<file path="src/rtl/cc_pkg.sv">
// cc_pkg: shared types and AXI constants for the cache controller refill path
package cc_pkg;

    typedef enum logic {IDLE, ISSUE} state_e;

    localparam int          CC_LINE_OFF_W = 6;
    localparam logic [3:0]  CC_ARLEN      = 4'((1 << (CC_LINE_OFF_W - 3)) - 1);
    localparam logic [2:0]  CC_ARSIZE     = 3'd3;
    localparam logic [1:0]  CC_BURST_WRAP = 2'b10;

endpackage

</file>
<file path="src/rtl/cc_outstanding_counter.sv">
// cc_outstanding_counter: in-flight refill count with underflow detection
module cc_outstanding_counter #(
    parameter int MAX   = 4,
    parameter int CNT_W = $clog2(MAX + 1)
) (
    input  logic             clk,
    input  logic             rst_n,
    input  logic             inc_i,
    input  logic             dec_i,
    output logic [CNT_W-1:0] cnt_o,
    output logic             full_o,
    output logic             err_o
);

    logic [CNT_W-1:0] cnt_q, cnt_d;
    logic             err_q, err_d;

    // inc and dec together cancel; a dec at zero saturates and flags a stray RLAST
    always_comb begin
        cnt_d = cnt_q;
        err_d = err_q;
        if (inc_i && !dec_i)
            cnt_d = cnt_q + CNT_W'(1);
        else if (dec_i && !inc_i) begin
            if (cnt_q == '0)
                err_d = 1'b1;
            else
                cnt_d = cnt_q - CNT_W'(1);
        end
    end

    // count and sticky error registers
    always_ff @(posedge clk or negedge rst_n) begin
        if (!rst_n) begin
            cnt_q <= '0;
            err_q <= 1'b0;
        end else begin
            cnt_q <= cnt_d;
            err_q <= err_d;
        end
    end

    assign cnt_o  = cnt_q;
    assign full_o = cnt_q >= CNT_W'(MAX);
    assign err_o  = err_q;

endmodule

</file>
<file path="src/rtl/cc_miss_req_scheduler.sv">
// cc_miss_req_scheduler: issues AXI refill bursts and pushes miss addresses in AR order
module cc_miss_req_scheduler
    import cc_pkg::*;
#(
    parameter int MAX_OUTSTANDING = 4,
    parameter int CNT_W           = $clog2(MAX_OUTSTANDING + 1)
) (
    input  logic             clk,
    input  logic             rst_n,
    input  logic             miss_req_i,
    input  logic [31:0]      miss_addr_i,
    output logic             miss_ack_o,
    output logic             mem_arvalid_o,
    input  logic             mem_arready_i,
    output logic [31:0]      mem_araddr_o,
    output logic [3:0]       mem_arlen_o,
    output logic [2:0]       mem_arsize_o,
    output logic [1:0]       mem_arburst_o,
    input  logic             mem_rvalid_i,
    input  logic             mem_rready_i,
    input  logic             mem_rlast_i,
    input  logic             miss_addr_fifo_full_i,
    output logic             miss_addr_fifo_wren_o,
    output logic [31:0]      miss_addr_fifo_wdata_o,
    output logic [CNT_W-1:0] outstanding_o,
    output logic             busy_o,
    output logic             err_o
);

    state_e      state_q, state_d;
    logic [31:0] addr_q, addr_d;
    logic        ar_hs, cnt_full;

    assign ar_hs = (state_q == ISSUE) && mem_arready_i;

    // accept a miss only when a slot and FIFO room exist; return to IDLE on AR handshake
    always_comb begin
        state_d = state_q;
        addr_d  = addr_q;
        if (state_q == IDLE && miss_req_i && !cnt_full && !miss_addr_fifo_full_i) begin
            state_d = ISSUE;
            addr_d  = miss_addr_i;
        end
        if (ar_hs)
            state_d = IDLE;
    end

    // state and latched miss address
    always_ff @(posedge clk or negedge rst_n) begin
        if (!rst_n) begin
            state_q <= IDLE;
            addr_q  <= '0;
        end else begin
            state_q <= state_d;
            addr_q  <= addr_d;
        end
    end

    cc_outstanding_counter #(
        .MAX   (MAX_OUTSTANDING),
        .CNT_W (CNT_W)
    ) u_cnt (
        .clk    (clk),
        .rst_n  (rst_n),
        .inc_i  (ar_hs),
        .dec_i  (mem_rvalid_i && mem_rready_i && mem_rlast_i),
        .cnt_o  (outstanding_o),
        .full_o (cnt_full),
        .err_o  (err_o)
    );

    assign mem_arvalid_o          = state_q == ISSUE;
    assign mem_araddr_o           = {addr_q[31:3], 3'b000};
    assign mem_arlen_o            = CC_ARLEN;
    assign mem_arsize_o           = CC_ARSIZE;
    assign mem_arburst_o          = CC_BURST_WRAP;
    assign miss_ack_o             = ar_hs;
    assign miss_addr_fifo_wren_o  = ar_hs;
    assign miss_addr_fifo_wdata_o = addr_q;
    assign busy_o                 = (state_q != IDLE) || (outstanding_o != '0);

endmodule

</file>
<file path="config.mk">
export PLATFORM = sky130hd
export DESIGN_NAME = cc_miss_req_scheduler
export DESIGN_NICKNAME = d
export VERILOG_FILES = /design/src/rtl/cc_pkg.sv /design/src/rtl/cc_outstanding_counter.sv /design/src/rtl/cc_miss_req_scheduler.sv
export SDC_FILE = /design/constraint.sdc
export NUM_CORES = 1
export LEC_CHECK = 0
export CORE_ASPECT_RATIO = 0.7
export CORE_MARGIN = 2
export CORE_UTILIZATION = 39
export DETAILED_ROUTE_END_ITERATION = 6
export PLACE_DENSITY = 0.9
export SLEW_MARGIN = 20
export SYNTH_ARGS = -nofsm -noshare
export SYNTH_HDL_FRONTEND = slang
export SYNTH_SLANG_ARGS = --single-unit
</file>
<file path="constraint.sdc">
create_clock -name clk -period 3.3 [get_ports clk]
set_input_delay 0.66 -clock clk [delete_from_list [all_inputs] [get_ports clk]]
set_output_delay 0.66 -clock clk [all_outputs]
set_load 0.02 [all_outputs]
</file>
==> summary.md, run 1 <==
| Metric | Value |
|---|---|
| Worst reg-to-reg path cell count | `8` |
| DR top layer | `met3` |
| H-tree level count | `2` |
| Port Buffer Count | `108` |
| Max Freq | `between 300 and 400 MHz` |
| Buf/Inv on CP | `3` |
| Initial DRC count | `13` |
| CTS tree | `done` |
| Ys flop type | `dfrtp_1` |
| Chip width | `86.42 um` |
| Post-route minimum period | `2.650 ns` |
| Post-Layout Cell Count | `approximately 280` |
| Cell Rows | `20` |
| Post-synthesis async set-or-reset flop share | `100.0%` |
| Die ar. | `5331 um2` |
| Area Overhead vs Synth | `51.42%` |
| Peak VDD IR | `0.0005577 V` |
| Layout fillers | `365` |
| Beginning of the worst register-to-register path | `mem_arvalid_o$_DFFE_PN0P_` |
| Clk slew on worst S/H paths | `0.07 ns` |
| Crit path DAT | `2.79 ns` |
| Setup_tns | `0 ns` |
| CTS sink cnt | `37` |
| Final instance area | `2808 um2` |
| Gr usage total | `13.99%` |
| Crit path kind | `in2reg` |
| Clock Skew | `0.003105 ns` |
| CP startpoint | `mem_arready_i` |
| Top delay family on crit path | `buffers and inverters` |
| Worst path cell trace | `clkdlybuf4s50_1 -> nand2_1 -> inv_1 -> ha_1 -> inv_1 -> fa_1 -> nor3b_1 -> a2111oi_0 -> a31oi_1` |
| Crit start category | `primary input` |
| End of the critical path | `u_cnt.cnt_o[2]$_DFFE_PN0P_` |
| Synth cell types | `23` |
| CTS Root Cell | `clkbuf_8` |
| DR pass1 iterations | `4` |
| Worst-Margin Slew | `0.8018 ns` |
| Final Setup Violations | `0` |
| Slowest stage cell, crit path | `clkdlybuf4s50_1` |
| Worst-skew pair later-pin latency | `about 0.28 ns` |
| Initial core utilization | `approximately two fifths` |
| Period utilization | `80.31%` |
| Sequential area share after synthesis | `49.93%` |
| Post-CTS sizing | `0` |
| Cells after synthesis | `145` |
| Avg Inst Size Synth | `12.79 um2` |
| Overall power | `3.066 mW` |
| Final setup margin | `0.6497 ns` |
| Pwr Density | `1092 nW/um2` |
| Final WL | `3834 um` |
| Slew headroom | `46.55%` |
| EDFF count, synth | `0` |
| Hold-fix buffers, CTS | `0` |
| Most common cell on crit path | `inv_1` |
| Wire length on met2 | `1844 um` |
| Worst Setup End Kind | `register` |
| Vias/cell | `4.518` |
| Final nets | `about 270` |
| Via Count | `1274` |
| GR Overflow Total | `0` |
| DP Worst Slack | `0.3908 ns` |
| Max stage delay on crit path | `0.48 ns` |
| Hold Vio Cnt, Final | `0` |
| Largest net degree at the start of global routing | `38` |
| Core region area | `4454 um2` |
| Fraction of layout cells with a size suffix above 1 | `17.62%` |
| # diodes | `0` |
| Clock tree buffer depth | `2` |
| Initial antenna violation count | `0` |
| RR Endpoint | `u_cnt.cnt_o[2]$_DFFE_PN0P_` |
| WL met3 | `343 um` |
| M1 wire length | `about 1600 um` |
| CP max FO | `4` |
| Maxcap violations | `0` |
| Reg2reg setup slack | `1.00 ns` |
| Number of synthesized register bits | `37` |
| Remaining DRCs | `0` |
| Vias in the first global route | `1262` |
| Synthesis Warnings | `0` |
| Antenna Nets Post-Route | `0` |
| Height of the die | `61.69 um` |
| DR WL/cell | `~14 um` |
| Leakage | `1.186 nW` |
| Post-CTS Setup Bufs | `0` |
| Unrepaired setup endpoints after global routing | `false` |
| DP Area | `roughly 2700 um2` |
| Dpl hpwl | `2970 um` |
| WP data required | `around 3.4 ns` |
| Placed Instances | `~270` |
| Hold WC Path Type | `in2async` |
| First-pass GRT wire length | `5727 um` |
| Final slew viol count | `0` |
| GP Congestion | `around 0.71` |
| Run status | `complete, no violations` |
| CTS buffer count | `5` |
| Post-Syn Area | `1854 um2` |
| Worst path depth | `9` |
| Top-level I/O count | `between 100 and 150` |
==> Yosys cell counts, types with 2 or more instances <==
library cell,count,share of area (%)
mux2_2,28,17
dfrtp_1,37,50
mux2_1,4,2.4
buf_6,4,2.4
ha_1,2,1.3
a21o_1,2,0.81
nand2_1,2,0.41
nor3_1,3,0.81
conb_1,2,0.41
inv_1,4,0.81
buf_4,42,17
nor2_1,4,0.81
==> worst reg2reg max path, delay by kind of cell, from the launching register on <==
family | cells | cell delay, ns
buf+inv | 2 | 0.22
fa+ha+maj | 2 | 0.65
compound gates | 2 | 0.53
flops | 1 | 0.48
simple gates | 2 | 0.30
==> flip-flops by register name (all words and copies together), names as in the netlist <==
register / flops
miss_addr_fifo_wdata_o: 32
u_cnt.err_o: 1
u_cnt.cnt_o: 3
mem_arvalid_o: 1
==> placed cells by master (no fill, tap or decap), types with 2 or more instances in the layout <==
cell type,n
mux2_1,4
nor3_1,3
clkbuf_8,6
dfrtp_1,37
buf_4,2
clkdlybuf4s50_1,107
conb_1,12
mux2_2,28
ha_1,2
nand2_1,2
inv_1,4
a21o_1,2
nor2_1,4
==> layout make-up <==
type | instances | area, um2 | area share, %
Inverter | 4 | 15.01 | 0.5348
Clock buffer | 7 | 86.33 | 3.075
Sequential cell | 37 | 925.9 | 32.98
Multi-Input combinational cell | 68 | 590.6 | 21.03
Timing Repair Buffer | 110 | 1091 | 38.86
Tap cell | 55 | 68.82 | 2.451
Clock inverter | 1 | 30.03 | 1.070
==> kinds of logic (layout without fill, tap and decap cells) <==
logic type | Yosys count | count (layout) | synth area share (%)
muxes | 32 | 32 | 19.43
DFF | 37 | 37 | 49.93
buffers and inverters | 50 | 122 | 20.24
other | 2 | 12 | 0.4050
adders and majority gates | 3 | 3 | 2.429
and+or+nand+nor | 14 | 14 | 4.723
AOI/OAI and AO/OA | 7 | 7 | 2.834
==> worst min-delay path by stage <==
stage                                  startpoint                   endpoint  slack [ns]  depth (start not counted)
after floorplan                             rst_n  mem_arvalid_o$_DFFE_PN0P_        0.36                          0
after global placement    u_cnt.err_o$_DFFE_PN0P_    u_cnt.err_o$_DFFE_PN0P_        0.46                          1
after detailed placement  u_cnt.err_o$_DFFE_PN0P_    u_cnt.err_o$_DFFE_PN0P_        0.46                          1
after CTS                 u_cnt.err_o$_DFFE_PN0P_    u_cnt.err_o$_DFFE_PN0P_        0.48                          1
after global routing      u_cnt.err_o$_DFFE_PN0P_    u_cnt.err_o$_DFFE_PN0P_        0.51                          1
final                                       rst_n    u_cnt.err_o$_DFFE_PN0P_        0.47                          1
==> routing by layer <==
metal | vias up | track usage [%]
met5 | - | 0
met4 | 0 | 4.018
met3 | 0 | 5.680
met2 | 64 | 23.85
met1 | 616 | 16.79
li1 | 594 | -
==> metrics by stage <==
stage                     util, %  hold slack [ns]
after floorplan                 -           0.3644
after global placement      60.42           0.4559
after detailed placement    60.42           0.4595
after CTS                   63.03           0.4842
after global routing        63.03           0.5094
final                       63.03           0.4688
==> power breakdown <==
part	leakage, nW	internal [mW]	switching (mW)	total (mW)
clock	0.0585	0.246	0.151	0.398
combinational	0.689	0.945	0.846	1.79
sequential	0.439	0.683	0.194	0.877
Note: power is estimated with default switching activity, not from simulation.
==> run 2: changes to the inputs <==
--- a/config.mk
+++ b/config.mk
@@ -7,9 +7,9 @@
 export LEC_CHECK = 0
 export CORE_ASPECT_RATIO = 0.7
 export CORE_MARGIN = 2
-export CORE_UTILIZATION = 39
+export CORE_UTILIZATION = 36
 export DETAILED_ROUTE_END_ITERATION = 6
-export PLACE_DENSITY = 0.9
+export PLACE_DENSITY = 0.84
 export SLEW_MARGIN = 20
 export SYNTH_ARGS = -nofsm -noshare
 export SYNTH_HDL_FRONTEND = slang
==> constraint.sdc (replaced) <==
create_clock -name clk -period 2.6 [get_ports clk]
set_input_delay 0.52 -clock clk [delete_from_list [all_inputs] [get_ports clk]]
set_output_delay 0.52 -clock clk [all_outputs]
set_load 0.02 [all_outputs]
==> summary.md, run 2 (synthesized netlist as in run 1, its figures left out) <==
| Metric | Value |
|---|---|
| Clock tree buffer depth | `2 (unchanged)` |
| Slew headroom | `46.37% (-0.18 points)` |
| Post-layout util | `57.58% (-5.5 points)` |
| Crit path DAT | `2.53 ns (-0.26 ns)` |
| Core region area | `4861 um2 (+9.1%)` |
| Cell Rows | `21 (+5.0%)` |
| Pwr Density | `1346 nW/um2 (+23%)` |
| Worst-skew pair later-pin latency | `0.28 ns (about the same)` |
| Overall power | `3.766 mW (+23%)` |
| Initial antenna violation count | `0 (unchanged)` |
| Reg2reg setup slack | `0.45 ns (-0.55 ns)` |
| Max FFs per register | `32 (unchanged)` |
| Final slew viol count | `0 (unchanged)` |
| Dpl hpwl | `2961 um (-0.29%)` |
| Remaining DRCs | `0 (unchanged)` |
| Initial core utilization | `38.15% (-3.5 points)` |
| Largest net degree at the start of global routing | `38 (unchanged)` |
| Beginning of the worst register-to-register path | `mem_arvalid_o$_DFFE_PN0P_` |
| Clock Skew | `0.006647 ns (+0.003542 ns)` |
| Unrepaired setup endpoints after global routing | `false` |
| Final WL | `3863 um (+0.76%)` |
| Height of the die | `64.05 um (+3.8%)` |
| Commonest non-fill, non-tap cell in the layout | `clkdlybuf4s50_1` |
| Crit path kind | `in2reg` |
| Hold WC Path Type | `in2async` |
| Post-CTS Setup Bufs | `0 (unchanged)` |
| Top-level I/O count | `121 (unchanged)` |
| Maxcap violations | `0 (unchanged)` |
| Commonest non-fill, non-tap cells in the layout | `clkdlybuf4s50_1, dfrtp_1, mux2_2` |
| Vias/cell | `4.340 (-3.9%)` |
| First-pass GRT wire length | `6320 um (+10%)` |
| Final Setup Violations | `0 (unchanged)` |
| Fraction of layout cells with a size suffix above 1 | `17.98% (+0.36 points)` |
| Die ar. | `5750 um2 (+7.9%)` |
| CTS tree | `done` |
| CTS sink cnt | `37 (unchanged)` |
| Worst path cell trace | `clkdlybuf4s50_1 -> nand2_1 -> inv_1 -> ha_1 -> inv_1 -> fa_1 -> nor3b_1 -> a2111oi_0 -> a31oi_1` |
| # diodes | `0 (unchanged)` |
| Worst reg-to-reg path cell count | `8 (unchanged)` |
| CTS buffer count | `5 (unchanged)` |
| Vias in the first global route | `1355 (+7.4%)` |
| Min Hold Slack | `0.3269 ns (-0.1419 ns)` |
| Layout fillers | `411 (+13%)` |
| WP data required | `2.75 ns (-0.69 ns)` |
| Port Buffer Count | `108 (unchanged)` |
| Clock power frac | `10.1% (-2.9 points)` |
| CTS Root Cell | `clkbuf_8` |
| Int Pwr | `2.253 mW (+20%)` |
| Gr usage total | `13.81% (-0.18 points)` |
| GR Overflow Total | `0 (unchanged)` |
| Hold-fix buffers, CTS | `0 (unchanged)` |
| Post-CTS sizing | `0 (unchanged)` |
| GP Congestion | `0.7397 (+3.9%)` |
| CP startpoint | `mem_arready_i` |
| Max Freq | `about 420 MHz` |
| Area Overhead vs Synth | `50.94%` |
| H-tree level count | `2 (unchanged)` |
| Worst Setup End Kind | `register` |
| Worst-Margin Slew | `0.8045 ns (+0.002695 ns)` |
| Post-route minimum period | `2.387 ns` |
| Antenna Nets Post-Route | `0 (unchanged)` |
| Hold Vio Cnt, Final | `0 (unchanged)` |
| Leakage | `1.178 nW (-0.69%)` |
| Slowest stage cell, crit path | `clkdlybuf4s50_1` |
| Period utilization | `91.82%` |
| Sw Pwr | `1.513 mW (+27%)` |
| Via Count | `1289 (+1.2%)` |
| Initial DRC count | `27 (+14)` |
| Buf/Inv on CP | `3 (unchanged)` |
| Logic gate share of total power | `60.3% (+1.9 points)` |
| DR WL/cell | `13.01 um (-4.3%)` |
| Final nets | `270 (+0.37%)` |
| Top delay family on crit path | `buffers and inverters` |
| Peak VDD IR | `0.0007043 V (+26%)` |
| CP max FO | `4 (unchanged)` |
| Run status | `complete, no violations` |
| RR Endpoint | `u_cnt.cnt_o[2]$_DFFE_PN0P_` |
| Most common cell on crit path | `inv_1` |
| Clk slew on worst S/H paths | `0.07 ns (about the same)` |
| Chip width | `89.78 um (+3.9%)` |
| Switching Share | `40.17% (+1.3 points)` |
| Crit start category | `primary input` |
| Max stage delay on crit path | `0.49 ns (about the same)` |
| Reg power frac | `29.6% (+1.0 points)` |
| DR pass1 iterations | `4 (unchanged)` |
run 2: routing by layer:
layer / GRT usage, % / vias to the layer above / part of all wire (%)
met3: 5.189 / 3 / 7.8
met4: 4.615 / 0 / 0.36
met5: 0 / - / 0
met2: 23.30 / 67 / 47
met1: 16.49 / 621 / 45
li1: - / 598 / -
run 2: area by class of cell:
| class | count | area (um2) | share of cell area, % |
|---|---|---|---|
| clock inverters | 2 | 10.01 | 0.3576 |
| multi-input cells | 68 | 590.6 | 21.10 |
| inverters | 4 | 15.01 | 0.5364 |
| clock buffers | 6 | 72.57 | 2.593 |
| well taps | 69 | 86.33 | 3.084 |
| flip-flops and latches | 37 | 925.9 | 33.08 |
| repair buffers | 111 | 1099 | 39.25 |
run 2: metrics by stage:
step	std cells	cell area (um2)	setup slack, ns	TNS [ns]
final	297	2799	0.2126	0
after CTS	297	2799	0.2593	0
after floorplan	155	1892	0.3769	0
after detailed placement	289	2716	-0.03083	-0.03083
after global placement	289	2716	0.07795	0
after global routing	297	2799	0.1228	0
run 2: how the worst max path moves through the flow:
stage	endpoint	slack (ns)	cells after the start
floorplan	u_cnt.cnt_o[2]$_DFFE_PN0P_	0.38	7
global placement	u_cnt.cnt_o[2]$_DFFE_PN0P_	0.08	8
detailed placement	u_cnt.cnt_o[2]$_DFFE_PN0P_	-0.03	9
CTS	u_cnt.cnt_o[2]$_DFFE_PN0P_	0.26	9
global route	u_cnt.cnt_o[2]$_DFFE_PN0P_	0.12	9
finish	u_cnt.cnt_o[2]$_DFFE_PN0P_	0.21	9
run 2: power by group through the flow:
stage / Clock (mW) / Combinational, mW / Sequential [mW]
global route: 0.430 / 2.38 / 1.16
finish: 0.379 / 2.27 / 1.12
floorplan: 0 / 1.10 / 1.44
CTS: 0.399 / 2.29 / 1.12
detailed placement: 0 / 2.29 / 1.13
global placement: 0 / 2.26 / 1.11
==> run 3: changes to the inputs <==
--- a/config.mk
+++ b/config.mk
@@ -6,7 +6,7 @@
 export NUM_CORES = 1
 export LEC_CHECK = 0
 export CORE_ASPECT_RATIO = 0.7
-export CORE_MARGIN = 2
+export CORE_MARGIN = 3
 export CORE_UTILIZATION = 36
 export DETAILED_ROUTE_END_ITERATION = 6
 export PLACE_DENSITY = 0.84
==> summary.md, run 3 (synthesized netlist as in run 1, its figures left out) <==
| Metric | Value |
|---|---|
| Chip width | `91.78 um (+2.2%)` |
| Crit path kind | `in2reg` |
| Max Freq | `420.8 MHz (+0.46%)` |
| Final slew viol count | `0 (unchanged)` |
| GP Congestion | `0.7224 (-2.3%)` |
| CTS tree | `done` |
| Peak VDD IR | `0.0006405 V (-9.1%)` |
| Hold WC Path Type | `in2async` |
| Commonest non-fill, non-tap cells in the layout | `clkdlybuf4s50_1, dfrtp_1, mux2_2` |
| Antenna Nets Post-Route | `0 (unchanged)` |
| Final Setup Violations | `0 (unchanged)` |
| Clock Skew | `0.001785 ns (-0.004862 ns)` |
| Pwr Density | `1345 nW/um2 (about the same)` |
| Initial core utilization | `37.94% (-0.21 points)` |
| Remaining DRCs | `0 (unchanged)` |
| Fraction of layout cells with a size suffix above 1 | `18.42% (+0.44 points)` |
| DP Area | `2716 um2 (unchanged)` |
| Initial antenna violation count | `0 (unchanged)` |
| Top-level I/O count | `121 (unchanged)` |
| Final nets | `270 (unchanged)` |
| H-tree level count | `2 (unchanged)` |
| CTS Root Cell | `clkbuf_8` |
| Slew headroom | `45.33% (-1.0 points)` |
| Worst-skew pair later-pin latency | `0.28 ns (about the same)` |
| Post-CTS sizing | `0 (unchanged)` |
| First-pass GRT wire length | `6396 um (+1.2%)` |
| # diodes | `0 (unchanged)` |
| Worst Setup End Kind | `register` |
| CTS buffer count | `5 (unchanged)` |
| Clk slew on worst S/H paths | `0.07 ns (about the same)` |
| Post-CTS Setup Bufs | `0 (unchanged)` |
| Hold-fix buffers, CTS | `0 (unchanged)` |
| Final instance area | `2803 um2 (+0.13%)` |
| Die ar. | `6062 um2 (+5.4%)` |
| Clock tree buffer depth | `2 (unchanged)` |
| Min Hold Slack | `0.3290 ns (+0.002076 ns)` |
| DR WL/cell | `13.58 um (+4.4%)` |
| CP max FO | `4 (unchanged)` |
| Max FFs per register | `32 (unchanged)` |
| Crit start category | `primary input` |
| Post-route minimum period | `2.376 ns (-0.01102 ns)` |
| Via Count | `1277 (-0.93%)` |
| Period utilization | `91.40% (-0.42 points)` |
| Initial DRC count | `16 (-41%)` |
| Hold Vio Cnt, Final | `0 (unchanged)` |
| DR pass1 iterations | `4 (unchanged)` |
| Core region area | `4887 um2 (+0.54%)` |
| GR Overflow Total | `0 (unchanged)` |
| Area Overhead vs Synth | `51.15%` |
| Vias in the first global route | `1306 (-3.6%)` |
| Overall power | `3.769 mW (about the same)` |
| Leakage | `1.177 nW (about the same)` |
| Vias/cell | `4.300 (-0.93%)` |
| Crit path DAT | `2.53 ns (about the same)` |
| Final WL | `4034 um (+4.4%)` |
| Cell Rows | `21 (unchanged)` |
| WP data required | `2.75 ns (about the same)` |
| Commonest non-fill, non-tap cell in the layout | `clkdlybuf4s50_1` |
| Height of the die | `66.05 um (+3.1%)` |
| Maxcap violations | `0 (unchanged)` |
| Worst-Margin Slew | `0.8200 ns (+0.01549 ns)` |
| Run status | `complete, no violations` |
| Post-layout util | `57.35% (-0.23 points)` |
| Gr usage total | `13.43% (-0.38 points)` |
| Largest net degree at the start of global routing | `38 (unchanged)` |
| CTS sink cnt | `37 (unchanged)` |
| Dpl hpwl | `3203 um (+8.2%)` |
| Port Buffer Count | `108 (unchanged)` |
| Unrepaired setup endpoints after global routing | `false` |
## run 3: final timing paths
| kind | from | end | slack, ns | cells past startpoint |
|---|---|---|---|---|
| min | rst_n | miss_addr_fifo_wdata_o[19]$_DFFE_PN0P_ | 0.33 | 1 |
| min in group clk | u_cnt.err_o$_DFFE_PN0P_ | u_cnt.err_o$_DFFE_PN0P_ | 0.48 | 1 |
| min reg2reg | u_cnt.err_o$_DFFE_PN0P_ | u_cnt.err_o$_DFFE_PN0P_ | 0.48 | 1 |
| max | mem_arready_i | u_cnt.cnt_o[2]$_DFFE_PN0P_ | 0.22 | 9 |
| max in group asynchronous | rst_n | mem_arvalid_o$_DFFE_PN0P_ | 1.76 | 1 |
| max reg2reg | mem_arvalid_o$_DFFE_PN0P_ | u_cnt.cnt_o[2]$_DFFE_PN0P_ | 0.46 | 8 |
## run 3: metrics by stage
step | std cells | setup TNS, ns | setup WS, ns
after global routing | 297 | 0 | 0.03580
after floorplan | 155 | 0 | 0.3769
final | 297 | 0 | 0.2237
after detailed placement | 289 | -0.07956 | -0.07956
after global placement | 289 | 0 | 0.08043
after CTS | 297 | 0 | 0.2070
## run 3: report_power, final
part	switching (mW)	internal, mW
Combinational	1.07	1.20
Clock	0.201	0.185
Sequential	0.243	0.866
## run 3: cell type report
cell class	count	area, um2
clock buffers	5	68.82
clock inverters	3	17.52
fillers	423	2085
inverters	4	15.01
multi-input cells	68	590.6
flip-flops and latches	37	925.9
well taps	69	86.33
repair buffers	111	1099
## run 3: worst max-delay path, cell delays in order
cell and delay [ns]:
clkdlybuf4s50_1 0.48, nand2_1 0.09, inv_1 0.11, ha_1 0.18
inv_1 0.08, fa_1 0.42, nor3b_1 0.16, a2111oi_0 0.42
a31oi_1 0.07
## run 3: per-layer routing
layer | vias to the layer above | track usage [%] | share of wire, %
met4 | 0 | 3.889 | 0.27
li1 | 598 | - | -
met2 | 68 | 21.93 | 50
met3 | 2 | 5.119 | 9.9
met5 | - | 0 | 0
met1 | 609 | 16.69 | 40
